`src/rtl/tone_gen_pkg.sv`:
```
//==============================================================================
// Module      : tone_pkg
// Description : Shared state encoding and width helper for the tone generator.
// Revision    : 1.0 - initial release
//==============================================================================
`default_nettype none

package tone_pkg;

    typedef enum logic [1:0] {
        SILENT = 2'd0,
        CALC   = 2'd1,
        PLAY   = 2'd2
    } tone_state_t;

    // Bits needed to hold the half-period count for a given clock frequency.
    function automatic int calc_qw(input int clk_hz);
        return $clog2(clk_hz / 2 + 1);
    endfunction

endpackage

`default_nettype wire

```
`src/rtl/tone_gen_seq_divider.sv`:
```
//==============================================================================
// Module      : seq_divider
// Description : Unsigned restoring divider, one quotient bit per clock.
// Revision    : 1.0 - initial release
//==============================================================================
`default_nettype none

module seq_divider #(
    parameter int DW = 25,
    parameter int VW = 9
) (
    input  logic          clk,
    input  logic          reset_n,
    input  logic          start,
    input  logic [DW-1:0] dividend,
    input  logic [VW-1:0] divisor,
    output logic [DW-1:0] quotient,
    output logic          done
);

    localparam int CW = $clog2(DW + 1);

    logic [VW-1:0] r_rem;
    logic [VW-1:0] r_div;
    logic [DW-1:0] r_quo;
    logic [CW-1:0] r_left;
    logic          r_busy;
    logic          r_done;

    logic [VW-1:0] w_rem_in;
    logic [VW-1:0] w_div_in;
    logic [DW-1:0] w_quo_in;
    logic [VW:0]   w_trial;
    logic [VW:0]   w_diff;
    logic          w_ge;
    logic [VW-1:0] w_rem_out;
    logic [DW-1:0] w_quo_out;

    // The start cycle already performs the first step on the fresh operands,
    // so the final quotient is ready DW edges after start.
    always_comb begin
        if (start) begin
            w_rem_in = '0;
            w_quo_in = dividend;
            w_div_in = divisor;
        end else begin
            w_rem_in = r_rem;
            w_quo_in = r_quo;
            w_div_in = r_div;
        end
        w_trial   = {w_rem_in, w_quo_in[DW-1]};
        w_diff    = w_trial - {1'b0, w_div_in};
        w_ge      = (w_trial >= {1'b0, w_div_in});
        w_rem_out = w_ge ? w_diff[VW-1:0] : w_trial[VW-1:0];
        w_quo_out = {w_quo_in[DW-2:0], w_ge};
    end

    always_ff @(posedge clk) begin
        if (!reset_n) begin
            r_rem  <= '0;
            r_div  <= '0;
            r_quo  <= '0;
            r_left <= '0;
            r_busy <= 1'b0;
            r_done <= 1'b0;
        end else begin
            r_done <= 1'b0;
            if (start) begin
                r_rem  <= w_rem_out;
                r_quo  <= w_quo_out;
                r_div  <= divisor;
                r_left <= CW'(DW - 1);
                r_busy <= (DW > 1);
                r_done <= (DW == 1);
            end else if (r_busy) begin
                r_rem  <= w_rem_out;
                r_quo  <= w_quo_out;
                r_left <= r_left - CW'(1);
                if (r_left == CW'(1)) begin
                    r_busy <= 1'b0;
                    r_done <= 1'b1;
                end
            end
        end
    end

    assign quotient = r_quo;
    assign done     = r_done;

endmodule

`default_nettype wire

```
`src/rtl/tone_gen.sv`:
```
//==============================================================================
// Module      : tone_gen
// Description : 50%-duty square-wave tone generator driven by a note frequency.
// Revision    : 1.0 - initial release
//==============================================================================
`default_nettype none

module tone_gen
    import tone_pkg::*;
#(
    parameter int CLK_HZ = 50_000_000,
    parameter int QW     = calc_qw(CLK_HZ)
) (
    input  logic          clk,
    input  logic          reset_n,
    input  logic [8:0]    buttonFreq,
    output logic          speaker,
    output logic          busy,
    output logic [QW-1:0] half_period
);

    localparam logic [QW-1:0] c_dividend = QW'(CLK_HZ / 2);
    localparam logic [QW-1:0] c_one      = QW'(1);

    tone_state_t   r_state;
    tone_state_t   w_state_nxt;
    logic [8:0]    r_freq;
    logic [8:0]    r_note;
    logic [8:0]    w_note_nxt;
    logic [QW-1:0] r_cnt;
    logic [QW-1:0] r_hp;
    logic          r_spk;
    logic          w_changed;
    logic          w_div_start;
    logic          w_play_go;
    logic [QW-1:0] w_quo;
    logic          w_div_done;

    // The divisor is taken from r_freq because r_note only catches up on the
    // same edge that launches the divider.
    seq_divider #(
        .DW (QW),
        .VW (9)
    ) u_div (
        .clk      (clk),
        .reset_n  (reset_n),
        .start    (w_div_start),
        .dividend (c_dividend),
        .divisor  (r_freq),
        .quotient (w_quo),
        .done     (w_div_done)
    );

    assign w_changed = (r_freq != r_note);

    always_ff @(posedge clk) begin
        if (!reset_n) begin
            r_state <= SILENT;
        end else begin
            r_state <= w_state_nxt;
        end
    end

    always_comb begin
        w_state_nxt = r_state;
        w_note_nxt  = r_note;
        w_div_start = 1'b0;
        w_play_go   = 1'b0;
        case (r_state)
            SILENT: begin
                if (r_freq == 9'd0) begin
                    w_note_nxt = 9'd0;
                end else if (w_changed) begin
                    w_note_nxt  = r_freq;
                    w_div_start = 1'b1;
                    w_state_nxt = CALC;
                end
            end
            CALC, PLAY: begin
                // A note change outranks a divider finishing on the same edge.
                if (w_changed) begin
                    if (r_freq == 9'd0) begin
                        w_note_nxt  = 9'd0;
                        w_state_nxt = SILENT;
                    end else begin
                        w_note_nxt  = r_freq;
                        w_div_start = 1'b1;
                        w_state_nxt = CALC;
                    end
                end else if ((r_state == CALC) && w_div_done) begin
                    w_play_go   = 1'b1;
                    w_state_nxt = PLAY;
                end
            end
            default: begin
                w_state_nxt = SILENT;
            end
        endcase
    end

    always_ff @(posedge clk) begin
        if (!reset_n) begin
            r_freq <= '0;
            r_note <= '0;
            r_cnt  <= '0;
            r_hp   <= '0;
            r_spk  <= 1'b0;
        end else begin
            r_freq <= buttonFreq;
            r_note <= w_note_nxt;
            if (w_play_go) begin
                r_hp  <= w_quo;
                r_cnt <= '0;
                r_spk <= 1'b1;
            end else if (w_state_nxt != PLAY) begin
                r_cnt <= '0;
                r_spk <= 1'b0;
            end else if (r_cnt == r_hp - c_one) begin
                r_cnt <= '0;
                r_spk <= ~r_spk;
            end else begin
                r_cnt <= r_cnt + c_one;
            end
        end
    end

    assign speaker     = r_spk;
    assign busy        = (r_state == CALC);
    assign half_period = r_hp;

endmodule

`default_nettype wire

```
`config.mk`:
```
export PLATFORM = sky130hd
export DESIGN_NAME = tone_gen
export DESIGN_NICKNAME = d
export VERILOG_FILES = /design/src/rtl/tone_gen_pkg.sv /design/src/rtl/tone_gen_seq_divider.sv /design/src/rtl/tone_gen.sv
export SDC_FILE = /design/constraint.sdc
export NUM_CORES = 1
export LEC_CHECK = 0
export BUFFER_PORTS_ARGS = -buffer_cell sky130_fd_sc_hd__buf_4
export CORE_ASPECT_RATIO = 1.1
export CORE_MARGIN = 2
export CORE_UTILIZATION = 40
export DETAILED_ROUTE_END_ITERATION = 10
export PLACE_DENSITY_LB_ADDON = 0.08
export SYNTH_ARGS = -nofsm -noshare
export SYNTH_HDL_FRONTEND = slang
export SYNTH_SLANG_ARGS = --single-unit
```
`constraint.sdc`:
```
create_clock -name clk -period 5.3 [get_ports clk]
set_input_delay 1.06 -clock clk [delete_from_list [all_inputs] [get_ports clk]]
set_output_delay 1.06 -clock clk [all_outputs]
set_load 0.03 [all_outputs]
```
==> run_results.csv <==
group,metric,value,unit
run_status,status,"completed",
global_route,met1_usage,20.8,%
global_route,grt_max_degree,56,
global_route,antenna_found_initial,0,
critical_path,arrival,4.91,ns
cells_and_area,diodes,0,
sta,hold_ws,0.476,ns
place,gp_congestion,0.842,
sta,setup_tns,0,ns
sta,rsz0062_at_grt,"no",
yosys,synth-edff-count,0,
power,p_switching,0.679,mW
yosys,netlist_instances,696,
yosys,ys_ff_latch,121,
critical_path,cp.required,5.62,ns
yosys,yosysTopAreaCellShare,39.9,%
clock_network,clk_path_buf_depth,2,
sta,fmax,218,MHz
place,dp_hpwl,9610,um
power,seq_power_share,39.0,%
sta,period_share,86.6,%
yosys,synth_compound_area_share,10.9,%
sta,slew_headroom,33.3,%
power,vdd_drop_max,0.000228,V
yosys,synth_simple_gate_area_share,23.4,%
sta,report.final.slew_viol_count,0,
die,initial_core_util,40.6,%
cells_and_area,area_delta_synth_final,16.4,%
global_route,grt_pass1_wl,22700,um
yosys,avgSynthCellArea,8.72,um2
yosys,muxShareOfSynthArea,8.12,%
clock_network,postCtsHoldBufs,0,
critical_path,worst-path-max-fanout,37,
clock_network,cts_max_level,4,
route,via_count,4745,
cells_and_area,drive_above_1_share,11.7,%
route,drc,0,
clock_network,cts.sinks,121,
clock_network,cts_resized,0,
route,routedWlPerCell,14.3,um
route,ant_nets,0,
clock_network,clk_latency,0.41,ns
route,routed_wl,13400,um
power,power,2.59,mW
clock_network,root_buffer,"clkbuf_16",
global_route,use_met3,4.20,%
run,max-cap-violations,0,
yosys,synth_fp_nets,724,
die,rows,47,
clock_network,cts-buffers-inserted,17,
yosys,synth_commonest_cells,"121 x dfxtp_1, 90 x nor2_1, 78 x nand2_1, 52 x a21oi_1, 50 x xnor2_1",
clock_network,cts_setup_buffers,0,
global_route,grt_remaining_overflow,0,
global_route,grt_usage,17.5,%
power,swShare,26.2,%
yosys,ys_types,63,
power,pwr_density_cell,366,nW/um2
critical_path,crit_path_end_kind,"flop",
global_route,grt.busiest_layer,"met2",
cells_and_area,final_nets,752,
sta,finClkSkew,0.00689,ns
die,dieArea,16200,um2
min_path,min_path_type,"flop to flop",
yosys,synthFlopType,"dfxtp_1",
sta,worst_pin_slew,0.997,ns
cells_and_area,fillCellCount,1500,
critical_path,crit_type,"flop to flop",
power,pwr-share-comb,16.9,%
yosys,synth_top_family_by_area,"simple AND/OR/NAND/NOR gates",
die,die_x,121,um
yosys,synth_most_common_cell,"dfxtp_1",
power,clkPwrFrac,44.1,%
route,via_per_inst,5.09,
clock_network,clk_pin_slew_worst_paths,0.06,ns
sta,final_hold_viol_count,0,
yosys,synthArstFlopShare,0,%
critical_path,cp-start-kind,"flop",
die,io_pins,38,
die,core_area,14900,um2
global_route,grt_pass1_vias,4714,
power,p_leak,2.79,nW
power,p_int,1.91,mW
sta,finalSetupViolCount,0,
yosys,yosys.area.top_type,"dfxtp_1",
clock_network,tritoncts,"done",
yosys,synthAdderAreaFrac,3.63,%
yosys,yosys.area_share.xor_xnor,10.8,%
route,firstDrtPassIters,4,
yosys,yosysWarnings,0,
die,die_h,133,um
place,port_buffers,37,
global_route,met2_usage,30.1,%
yosys,ys_seq_area_share,39.9,%
route,drtIter0Drc,188,
yosys,syn_area,6070,um2
yosys,yosys-top-cells-area,"dfxtp_1 40%, mux2i_1 7.7%, xnor2_1 7.2%, nor2_1 5.6%, nand2_1 4.8%",
sta,period_needed,4.59,ns
final cells by class:
cell class | instances | area (um2) | area share (%)
Inverter | 17 | 63.8 | 0.903
Multi-Input combinational cell | 528 | 3450 | 48.8
Sequential cell | 121 | 2420 | 34.3
Timing Repair Buffer | 39 | 293 | 4.14
Tap cell | 196 | 245 | 3.47
Clock buffer | 23 | 498 | 7.05
Clock inverter | 8 | 92.6 | 1.31
power by group through the flow:
stage | registers (mW) | clock network, mW | logic, mW
finish | 1.01 | 1.14 | 0.438
global route | 1.02 | 1.21 | 0.487
CTS | 1.01 | 1.16 | 0.439
detailed placement | 1.03 | 0 | 0.433
global placement | 1.03 | 0 | 0.431
floorplan | 1.02 | 0 | 0.356
cells in the final DEF (no fill, tap or decap), types with 8 or more instances in the layout:
cell type,n
xor2_1,25
ha_1,16
nand4_1,8
a21oi_1,52
nor2b_1,10
nand3_1,22
inv_1,16
o21ai_0,12
dfxtp_1,121
nor2_1,90
buf_4,39
xnor2_1,50
mux2i_1,47
nand2_1,78
nor3_1,14
clkbuf_16,17
and2_1,20
worst max-delay path, stage by stage (launching register included):
cell and delay (ns):
dfxtp_1 0.40, xnor2_1 0.14, nand3_1 0.10, nor3_2 0.42, or2_2 0.70, nand2_1 0.12
nand2_1 0.11, ha_1 0.15, inv_1 0.06, fa_1 0.40, a21o_1 0.17, a21oi_1 0.26
o21ai_0 0.19, a21oi_1 0.18, o21a_1 0.22, nand2_1 0.27, mux2_2 0.36, a211oi_1 0.25
metrics by stage:
step / worst slack, ns / area, um2 / util [%] / instances
after floorplan: 1.40 / 6070 / - / 696
after global placement: 0.902 / 6480 / 43.4 / 901
after detailed placement: 0.776 / 6480 / 43.4 / 901
after CTS: 0.717 / 7070 / 47.3 / 932
after global routing: 0.313 / 7070 / 47.3 / 932
final: 0.713 / 7070 / 47.3 / 932
kinds of logic after synthesis:
family / Yosys count
simple gates: 282
flops: 121
compound gates: 105
xor+xnor: 75
mux: 49
buf+inv: 47
fa+ha+maj: 17
flip-flops by register name, indices dropped and copies added (netlist names):
register and flops:
half_period 25, r_cnt 25, u_div.quotient 25, r_freq 9, r_note 9, u_div.r_div 9
u_div.r_rem 9, u_div.r_left 5, r_state 2, speaker 1, u_div.done 1, u_div.r_busy 1
worst paths after layout:
kind | start | slack (ns) | end | cells past startpoint
max | r_freq[7]$_SDFF_PN0_ | 0.71 | u_div.r_rem[0]$_SDFFE_PN0P_ | 17
max reg2reg | r_freq[7]$_SDFF_PN0_ | 0.71 | u_div.r_rem[0]$_SDFFE_PN0P_ | 17
min | u_div.quotient[4]$_SDFFE_PN0P_ | 0.48 | half_period[4]$_SDFFE_PN0P_ | 2
min reg2reg | u_div.quotient[4]$_SDFFE_PN0P_ | 0.48 | half_period[4]$_SDFFE_PN0P_ | 2
per-layer routing:
metal / vias up / part of all wire [%] / wire (um)
li1: 2465 / - / -
met1: 2188 / 45 / 5990
met2: 67 / 50 / 6690
met3: 25 / 2.8 / 373
met4: 0 / 2.3 / 310
met5: - / 0 / 0
(Power assumes the default switching activity.)
